### config.mk
export PLATFORM = sky130hd
export DESIGN_NAME = keypad_debouncer
export DESIGN_NICKNAME = d
export VERILOG_FILES = /design/src/rtl/safe_pkg.sv /design/src/rtl/keypad_sync.sv /design/src/rtl/keypad_debouncer.sv
export SDC_FILE = /design/constraint.sdc
export NUM_CORES = 1
export LEC_CHECK = 0
export BUFFER_PORTS_ARGS = -buffer_cell sky130_fd_sc_hd__buf_4
export CAP_MARGIN = 10
export CORE_MARGIN = 4
export CORE_UTILIZATION = 51
export CTS_CLUSTER_DIAMETER = 120
export DETAILED_ROUTE_END_ITERATION = 8
export PLACE_DENSITY_LB_ADDON = 0.15
export REMOVE_ABC_BUFFERS = 1
export SYNTH_ARGS = -nofsm -noshare
export SYNTH_HDL_FRONTEND = slang
export SYNTH_HIERARCHICAL = 1
export SYNTH_SLANG_ARGS = --single-unit
### constraint.sdc
create_clock -name clk -period 5.1 [get_ports clk]
set_clock_uncertainty 0.15 [all_clocks]
set_input_delay 0.255 -clock clk [delete_from_list [all_inputs] [get_ports clk]]
set_output_delay 0.255 -clock clk [all_outputs]
set_load 0.03 [all_outputs]
### src/rtl/safe_pkg.sv
// Shared definitions for the safe's keypad front end.
//   KEY_STAR / KEY_HASH : key codes reported for '*' and '#'
//   KEY_NONE            : key_code value when no key has been accepted
//   kp_state_t          : debouncer FSM state encoding
package safe_pkg;

    localparam logic [3:0] KEY_STAR = 4'hA;
    localparam logic [3:0] KEY_HASH = 4'hB;
    localparam logic [3:0] KEY_NONE = 4'hF;

    typedef enum logic [1:0] {
        IDLE,
        PRESS_DB,
        HELD,
        RELEASE_DB
    } kp_state_t;

endpackage

### src/rtl/keypad_sync.sv
// Two-flop synchroniser for the raw keypad lines.
//   clk   in   system clock
//   reset in   asynchronous active-high reset, clears both stages to 0
//   din   in   W raw lines, asynchronous to clk
//   dout  out  W synchronised lines (two cycles of latency)
module keypad_sync #(
    parameter int W = 7
) (
    input  logic         clk,
    input  logic         reset,
    input  logic [W-1:0] din,
    output logic [W-1:0] dout
);

    logic [W-1:0] meta_q, meta_d;
    logic [W-1:0] sync_q, sync_d;

    always_comb begin
        meta_d = din;
        sync_d = meta_q;
    end

    always_ff @(posedge clk or posedge reset) begin
        if (reset) begin
            meta_q <= '0;
            sync_q <= '0;
        end else begin
            meta_q <= meta_d;
            sync_q <= sync_d;
        end
    end

    assign dout = sync_q;

endmodule

### src/rtl/keypad_debouncer.sv
// Keypad front end: synchronises the 4x3 row/column lines, debounces a
// single pressed key and reports it as a 4-bit code with one-cycle strobes.
//   clk, reset        clock; asynchronous active-high reset
//   row1..row4        raw row lines, active-high
//   col1..col3        raw column lines, active-high
//   key_code          last accepted key (0-9, 4'hA '*', 4'hB '#', 4'hF none)
//   key_valid         one-cycle strobe, key_code valid in the same cycle
//   key_star/key_hash one-cycle strobes coincident with key_valid
//   key_release       one-cycle strobe when a release is accepted
//   key_held          level, a key is accepted and not yet released
//   multi_key         level, synchronised lines show an ambiguous pattern
// Optional build macro KEY_REPEAT_EN: auto-repeat of key_valid while held,
// first after REPEAT_DELAY cycles, then every REPEAT_PERIOD cycles
// (REPEAT_DELAY must be >= REPEAT_PERIOD).
module keypad_debouncer
    import safe_pkg::*;
#(
    parameter int DEBOUNCE_CYCLES = 1000,
    parameter int CNT_W           = $clog2(DEBOUNCE_CYCLES)
`ifdef KEY_REPEAT_EN
    ,
    parameter int REPEAT_DELAY    = 50000,
    parameter int REPEAT_PERIOD   = 10000
`endif
) (
    input  logic       clk,
    input  logic       reset,
    input  logic       row1,
    input  logic       row2,
    input  logic       row3,
    input  logic       row4,
    input  logic       col1,
    input  logic       col2,
    input  logic       col3,
    output logic [3:0] key_code,
    output logic       key_valid,
    output logic       key_star,
    output logic       key_hash,
    output logic       key_release,
    output logic       key_held,
    output logic       multi_key
);

    // The state entry counts as the first stable sample, so the final
    // accepting sample is seen with the counter at DEBOUNCE_CYCLES-2.
    localparam logic [CNT_W-1:0] CNT_LAST = CNT_W'(DEBOUNCE_CYCLES - 2);

    logic [6:0] sync_lines;
    logic [3:0] rows;
    logic [2:0] cols;
    logic [3:0] dec_code;
    logic       dec_valid;
    logic       lines_none;

    kp_state_t        state_q, state_d;
    logic [CNT_W-1:0] cnt_q, cnt_d, cnt_inc;
    logic [3:0]       cand_q, cand_d;
    logic [3:0]       code_q, code_d;
    logic             valid_q, valid_d;
    logic             star_q, star_d;
    logic             hash_q, hash_d;
    logic             release_q, release_d;
    logic             multi_q, multi_d;

`ifdef KEY_REPEAT_EN
    localparam int REP_W = $clog2(REPEAT_DELAY + 1);
    localparam logic [REP_W-1:0] REP_FIRE   = REP_W'(REPEAT_DELAY - 1);
    // Reload so the next fire lands REPEAT_PERIOD cycles after this one.
    localparam logic [REP_W-1:0] REP_RELOAD = REP_W'(REPEAT_DELAY - REPEAT_PERIOD);
    logic [REP_W-1:0] rep_cnt_q, rep_cnt_d;
`endif

    keypad_sync #(.W(7)) u_sync (
        .clk   (clk),
        .reset (reset),
        .din   ({col3, col2, col1, row4, row3, row2, row1}),
        .dout  (sync_lines)
    );

    assign rows       = sync_lines[3:0];
    assign cols       = sync_lines[6:4];
    assign lines_none = (sync_lines == 7'd0);
    assign cnt_inc    = (cnt_q == '1) ? cnt_q : cnt_q + CNT_W'(1);

    // Only exactly one row plus exactly one column decodes to a key.
    always_comb begin
        dec_code = KEY_NONE;
        case ({rows, cols})
            {4'b0001, 3'b001}: dec_code = 4'd1;
            {4'b0001, 3'b010}: dec_code = 4'd2;
            {4'b0001, 3'b100}: dec_code = 4'd3;
            {4'b0010, 3'b001}: dec_code = 4'd4;
            {4'b0010, 3'b010}: dec_code = 4'd5;
            {4'b0010, 3'b100}: dec_code = 4'd6;
            {4'b0100, 3'b001}: dec_code = 4'd7;
            {4'b0100, 3'b010}: dec_code = 4'd8;
            {4'b0100, 3'b100}: dec_code = 4'd9;
            {4'b1000, 3'b001}: dec_code = KEY_STAR;
            {4'b1000, 3'b010}: dec_code = 4'd0;
            {4'b1000, 3'b100}: dec_code = KEY_HASH;
            default:           dec_code = KEY_NONE;
        endcase
    end

    assign dec_valid = (dec_code != KEY_NONE);

    always_comb begin
        state_d   = state_q;
        cnt_d     = cnt_q;
        cand_d    = cand_q;
        code_d    = code_q;
        valid_d   = 1'b0;
        release_d = 1'b0;
        multi_d   = !lines_none && !dec_valid;
`ifdef KEY_REPEAT_EN
        rep_cnt_d = '0;
`endif
        case (state_q)
            IDLE: begin
                if (dec_valid) begin
                    cand_d  = dec_code;
                    cnt_d   = '0;
                    state_d = PRESS_DB;
                end
            end
            PRESS_DB: begin
                if (dec_valid && (dec_code == cand_q)) begin
                    if (cnt_q == CNT_LAST) begin
                        state_d = HELD;
                        code_d  = cand_q;
                        valid_d = 1'b1;
                        cnt_d   = '0;
                    end else begin
                        cnt_d = cnt_inc;
                    end
                end else begin
                    state_d = IDLE;
                    cnt_d   = '0;
                end
            end
            HELD: begin
                if (lines_none) begin
                    state_d = RELEASE_DB;
                    cnt_d   = '0;
                end else begin
`ifdef KEY_REPEAT_EN
                    if (rep_cnt_q == REP_FIRE) begin
                        valid_d   = 1'b1;
                        rep_cnt_d = REP_RELOAD;
                    end else begin
                        rep_cnt_d = rep_cnt_q + REP_W'(1);
                    end
`endif
                end
            end
            RELEASE_DB: begin
                if (lines_none) begin
                    if (cnt_q == CNT_LAST) begin
                        state_d   = IDLE;
                        release_d = 1'b1;
                        cnt_d     = '0;
                    end else begin
                        cnt_d = cnt_inc;
                    end
                end else begin
                    state_d = HELD;
                    cnt_d   = '0;
                end
            end
            default: begin
                state_d = IDLE;
                cnt_d   = '0;
            end
        endcase
        star_d = valid_d && (code_d == KEY_STAR);
        hash_d = valid_d && (code_d == KEY_HASH);
    end

    always_ff @(posedge clk or posedge reset) begin
        if (reset) begin
            state_q   <= IDLE;
            cnt_q     <= '0;
            cand_q    <= KEY_NONE;
            code_q    <= KEY_NONE;
            valid_q   <= 1'b0;
            star_q    <= 1'b0;
            hash_q    <= 1'b0;
            release_q <= 1'b0;
            multi_q   <= 1'b0;
`ifdef KEY_REPEAT_EN
            rep_cnt_q <= '0;
`endif
        end else begin
            state_q   <= state_d;
            cnt_q     <= cnt_d;
            cand_q    <= cand_d;
            code_q    <= code_d;
            valid_q   <= valid_d;
            star_q    <= star_d;
            hash_q    <= hash_d;
            release_q <= release_d;
            multi_q   <= multi_d;
`ifdef KEY_REPEAT_EN
            rep_cnt_q <= rep_cnt_d;
`endif
        end
    end

    assign key_code    = code_q;
    assign key_valid   = valid_q;
    assign key_star    = star_q;
    assign key_hash    = hash_q;
    assign key_release = release_q;
    assign key_held    = (state_q == HELD) || (state_q == RELEASE_DB);
    assign multi_key   = multi_q;

endmodule

==> reports/metrics.csv <==
stage,metric,value,unit
sta,Hold WS,0.196,ns
global_routing,met3 Resource Use GR,4.99,%
global_routing,largest net degree at the start of global routing,26,
sta,Slew Limit Headroom,38.1,%
final_layout,Multi-input gate area,1010,µm²
setup_path,kind of cell adding the most delay to the critical path,compound AO/OA/AOI/OAI gates,
drt,DRT iter0 DRCs,124,
final_layout,design area,2420,µm²
yosys,post-synthesis sequential area ratio,46.8,%
final_layout,Final nets,239,
yosys,Post-Syn Instances,206,
placed_design,Post-Place Cells,263,
final_layout,area growth from synthesis to layout,15.0,%
final_layout,diodes inserted,0,
yosys,share of the synthesized area in the top cell type,36.9,%
yosys,Area contributors post-synth,"dfrtp_1, dfstp_2, mux2_4",
placed_design,Placed Area,2230,µm²
hold_path,HP Class,reg2reg,
yosys,synthesis-stage register bit count,39,
sta,final setup vio count,0,
sta,Final min period,3.12,ns
status,run status,finished clean,
setup_path,Crit path largest cell delay,0.62,ns
setup_path,worst-path cell chain,xnor2_1 -> nor4_1 -> or2_1 -> nor3_1 -> o211ai_1 -> a31oi_2 -> a21oi_1 -> o21ai_0,
power,Leak,0.00102,µW
global_routing,GRT Total Usage,17.9,%
final_layout,Register Area,986,µm²
clocking,clock sink total,39,
drt,vias per inst,5.81,
yosys,"Top FF cell, synth",dfrtp_1,
yosys,Yosys cell types,58,
clocking,cts bufs inserted,5,
clocking,H-tree Lvls,2,
placed_design,dpl hpwl,2880,µm
drt,drt pass-1 iters,4,
clocking,# resized after CTS,0,
yosys,syn_area_per_cell,10.2,µm²
sta,"Hold Violations, Final",0,
global_routing,GR Layer Usage met2,27.4,%
placed_design,gpl congestion,0.879,
setup_path,CP startpoint kind,register,
final_layout,share of cells above drive strength 1,20.5,%
global_routing,via count of the first global-routing pass,1548,
drt,DRC violation count after routing,0,
setup_path,required time of the critical path,5.16,ns
sta,Tcrit/Tclk final,61.1,%
clocking,clock transition at the registers of the reported paths,0.08,ns
drt,Avg WL per Cell,14.7,µm
sta,unrepaired setup endpoints after global routing,no,
global_routing,initial antenna violation count,0,
final_layout,fillcell total,335,
drt,DRT antenna net count,0,
die,Core Box Area,4000,µm²
setup_path,Critical Path Fanout Max,15,
global_routing,total congestion overflow,0,
yosys,post-synth top area cell,dfrtp_1,
global_routing,GRT Max-Usage Layer,met2,
setup_path,crit path kind,reg2reg,
yosys,"Cell Area, Synth",2100,µm²
clocking,root buffer cell,clkbuf_8,
final_layout,fin cells,279,
setup_path,CP endpoint kind,register,
sta,Max Fclk,321,MHz
setup_path,CP Data Arrival Time,3.18,ns
power,VDD IR max,179,µV
yosys,warnings from Yosys,6,
yosys,"EDFF count, synth",0,
die,Ports,19,
global_routing,global-route wire length before repair,7350,µm
power,P per Cell Area,304,nW/µm²
sta,fin. max-slew vios,0,
flow_run,Max-cap violations,0,
die,Initial Utilization,52.6,%
die,Die Footprint,5220,µm²
final_layout,final core utilization,60.5,%
global_routing,grt met1 use,25.0,%
clocking,clk_lat worst skew,0.30,ns
drt,vias,1620,
sta,Final TNS setup,0,ns
die,Rows,23,
clocking,maximum buffer depth of the clock tree,2,
yosys,ys async rst share,100,%
die,die height,72.2,µm
drt,DRT Wirelength,4100,µm
placed_design,# port buffers,18,
setup_path,Slowest cell on crit path,a31oi_2,
clocking,CTS tree,yes,
sta,slew at the pin with the worst max-slew slack,0.927,ns
setup_path,"Buf+Inv Stages, Crit Path",0,
die,Die W,72.2,µm
[metal layers]
| metal | vias up | part of all wire (%) |
|---|---|---|
| met5 | - | 0 |
| met4 | 0 | 1.2 |
| met3 | 5 | 5.3 |
| met2 | 47 | 47 |
| met1 | 773 | 47 |
| li1 | 795 | - |
[stage by stage]
stage	total power (µW)	setup WS (ns)
3_5_place_dp	478	2.04
6_report	736	1.98
2_1_floorplan	446	2.43
4_1_cts	740	1.99
3_3_place_gp	474	2.13
5_1_grt	780	1.73
[cell type report]
type | instances | area share (%)
Clock buffer | 5 | 2.84
Clock inverter | 3 | 1.81
Inverter | 10 | 1.55
Multi-Input combinational cell | 146 | 41.6
Sequential cell | 39 | 40.7
Tap cell | 50 | 2.59
Timing Repair Buffer | 26 | 8.89
[sequential cells by signal (all words and copies together) (netlist names)]
register,cells
cand_q,4
key_star,1
key_release,1
key_code,4
u_sync/dout,7
multi_key,1
u_sync/meta_q,7
key_hash,1
state_q,2
cnt_q,10
key_valid,1
[cells in the mapped netlist (2+ instances only)]
library cell   n
a21o_1         2
a21oi_1       10
a22oi_1        2
and3_1         2
and4_1         2
buf_2          3
buf_4          2
buf_6          3
clkbuf_1       2
dfrtp_1       31
dfstp_2        8
ha_1           2
inv_1         10
mux2_4         4
mux2i_1        2
nand2_1       15
nand2b_1       6
nand3_1        9
nand4_1        2
nand4bb_1      2
nor2_1        14
nor2b_1        3
nor3_1         7
nor3b_1        3
nor4_1         2
nor4b_1        2
o211ai_1       5
o21a_1         3
o21ai_0       10
o21bai_1       2
o32a_1         3
or2_1          3
or4bb_1        2
xnor2_1        4
[cells in the final DEF (no fill, tap or decap), drive strengths merged, types with 3 or more instances in the layout]
| cell | count |
|---|---|
| nor3b | 3 |
| o211ai | 5 |
| nor2 | 14 |
| dfstp | 8 |
| nor3 | 8 |
| inv | 10 |
| nand2b | 6 |
| clkbuf | 5 |
| nor2b | 3 |
| o21bai | 3 |
| mux2 | 5 |
| dlygate4sd3 | 8 |
| nand2 | 15 |
| nand3 | 9 |
| a21oi | 10 |
| buf | 18 |
| o21ai | 10 |
| o32a | 3 |
| or2 | 3 |
| o21a | 3 |
| dfrtp | 31 |
| xnor2 | 4 |
[report_power, final]
group,leakage [µW],switching (µW),internal [µW]
clock,0.0000581,113,146
combinational,0.000486,60.8,47.4
sequential,0.000478,32.5,336
total,0.00102,207,529
[worst reg2reg max path: stages, from the launching register on]
cell      delay (ns)
dfrtp_1         0.52
xnor2_1         0.34
nor4_1          0.12
or2_1           0.26
nor3_1          0.39
o211ai_1        0.27
a31oi_2         0.62
a21oi_1         0.19
o21ai_0         0.19
[what timing repair did]
| action | CTS | global route |
|---|---|---|
| hold endpoints to repair | 21 | 0 |
| setup buffers | 0 | 0 |
| hold buffers | 8 | 0 |
[path summary, 6_finish.rpt]
check	start	to	slack, ns	cells past startpoint
setup / recovery	u_sync/dout[5]	cnt_q[0]	1.98	8
hold / removal	u_sync/meta_q[1]	u_sync/dout[1]	0.20	0
setup reg to reg	u_sync/dout[5]	cnt_q[0]	1.98	8
hold reg to reg	u_sync/meta_q[1]	u_sync/dout[1]	0.20	0
max in group asynchronous	reset	multi_key	3.66	3
min in group asynchronous	reset	u_sync/meta_q[3]	0.38	3
[cell families (layout without fill, tap and decap cells)]
family,count (synthesis),count (layout),share of synthesized area [%]
flip-flops,39,39,46.8
adder cells (fa/ha/maj),2,2,1.19
buffers and inverters,21,44,5.35
XOR/XNOR,4,4,1.66
multiplexers,7,7,4.34
AO/OA/AOI/OAI,52,52,18.4
AND/OR/NAND/NOR,81,81,22.2
(Power assumes the default switching activity.)
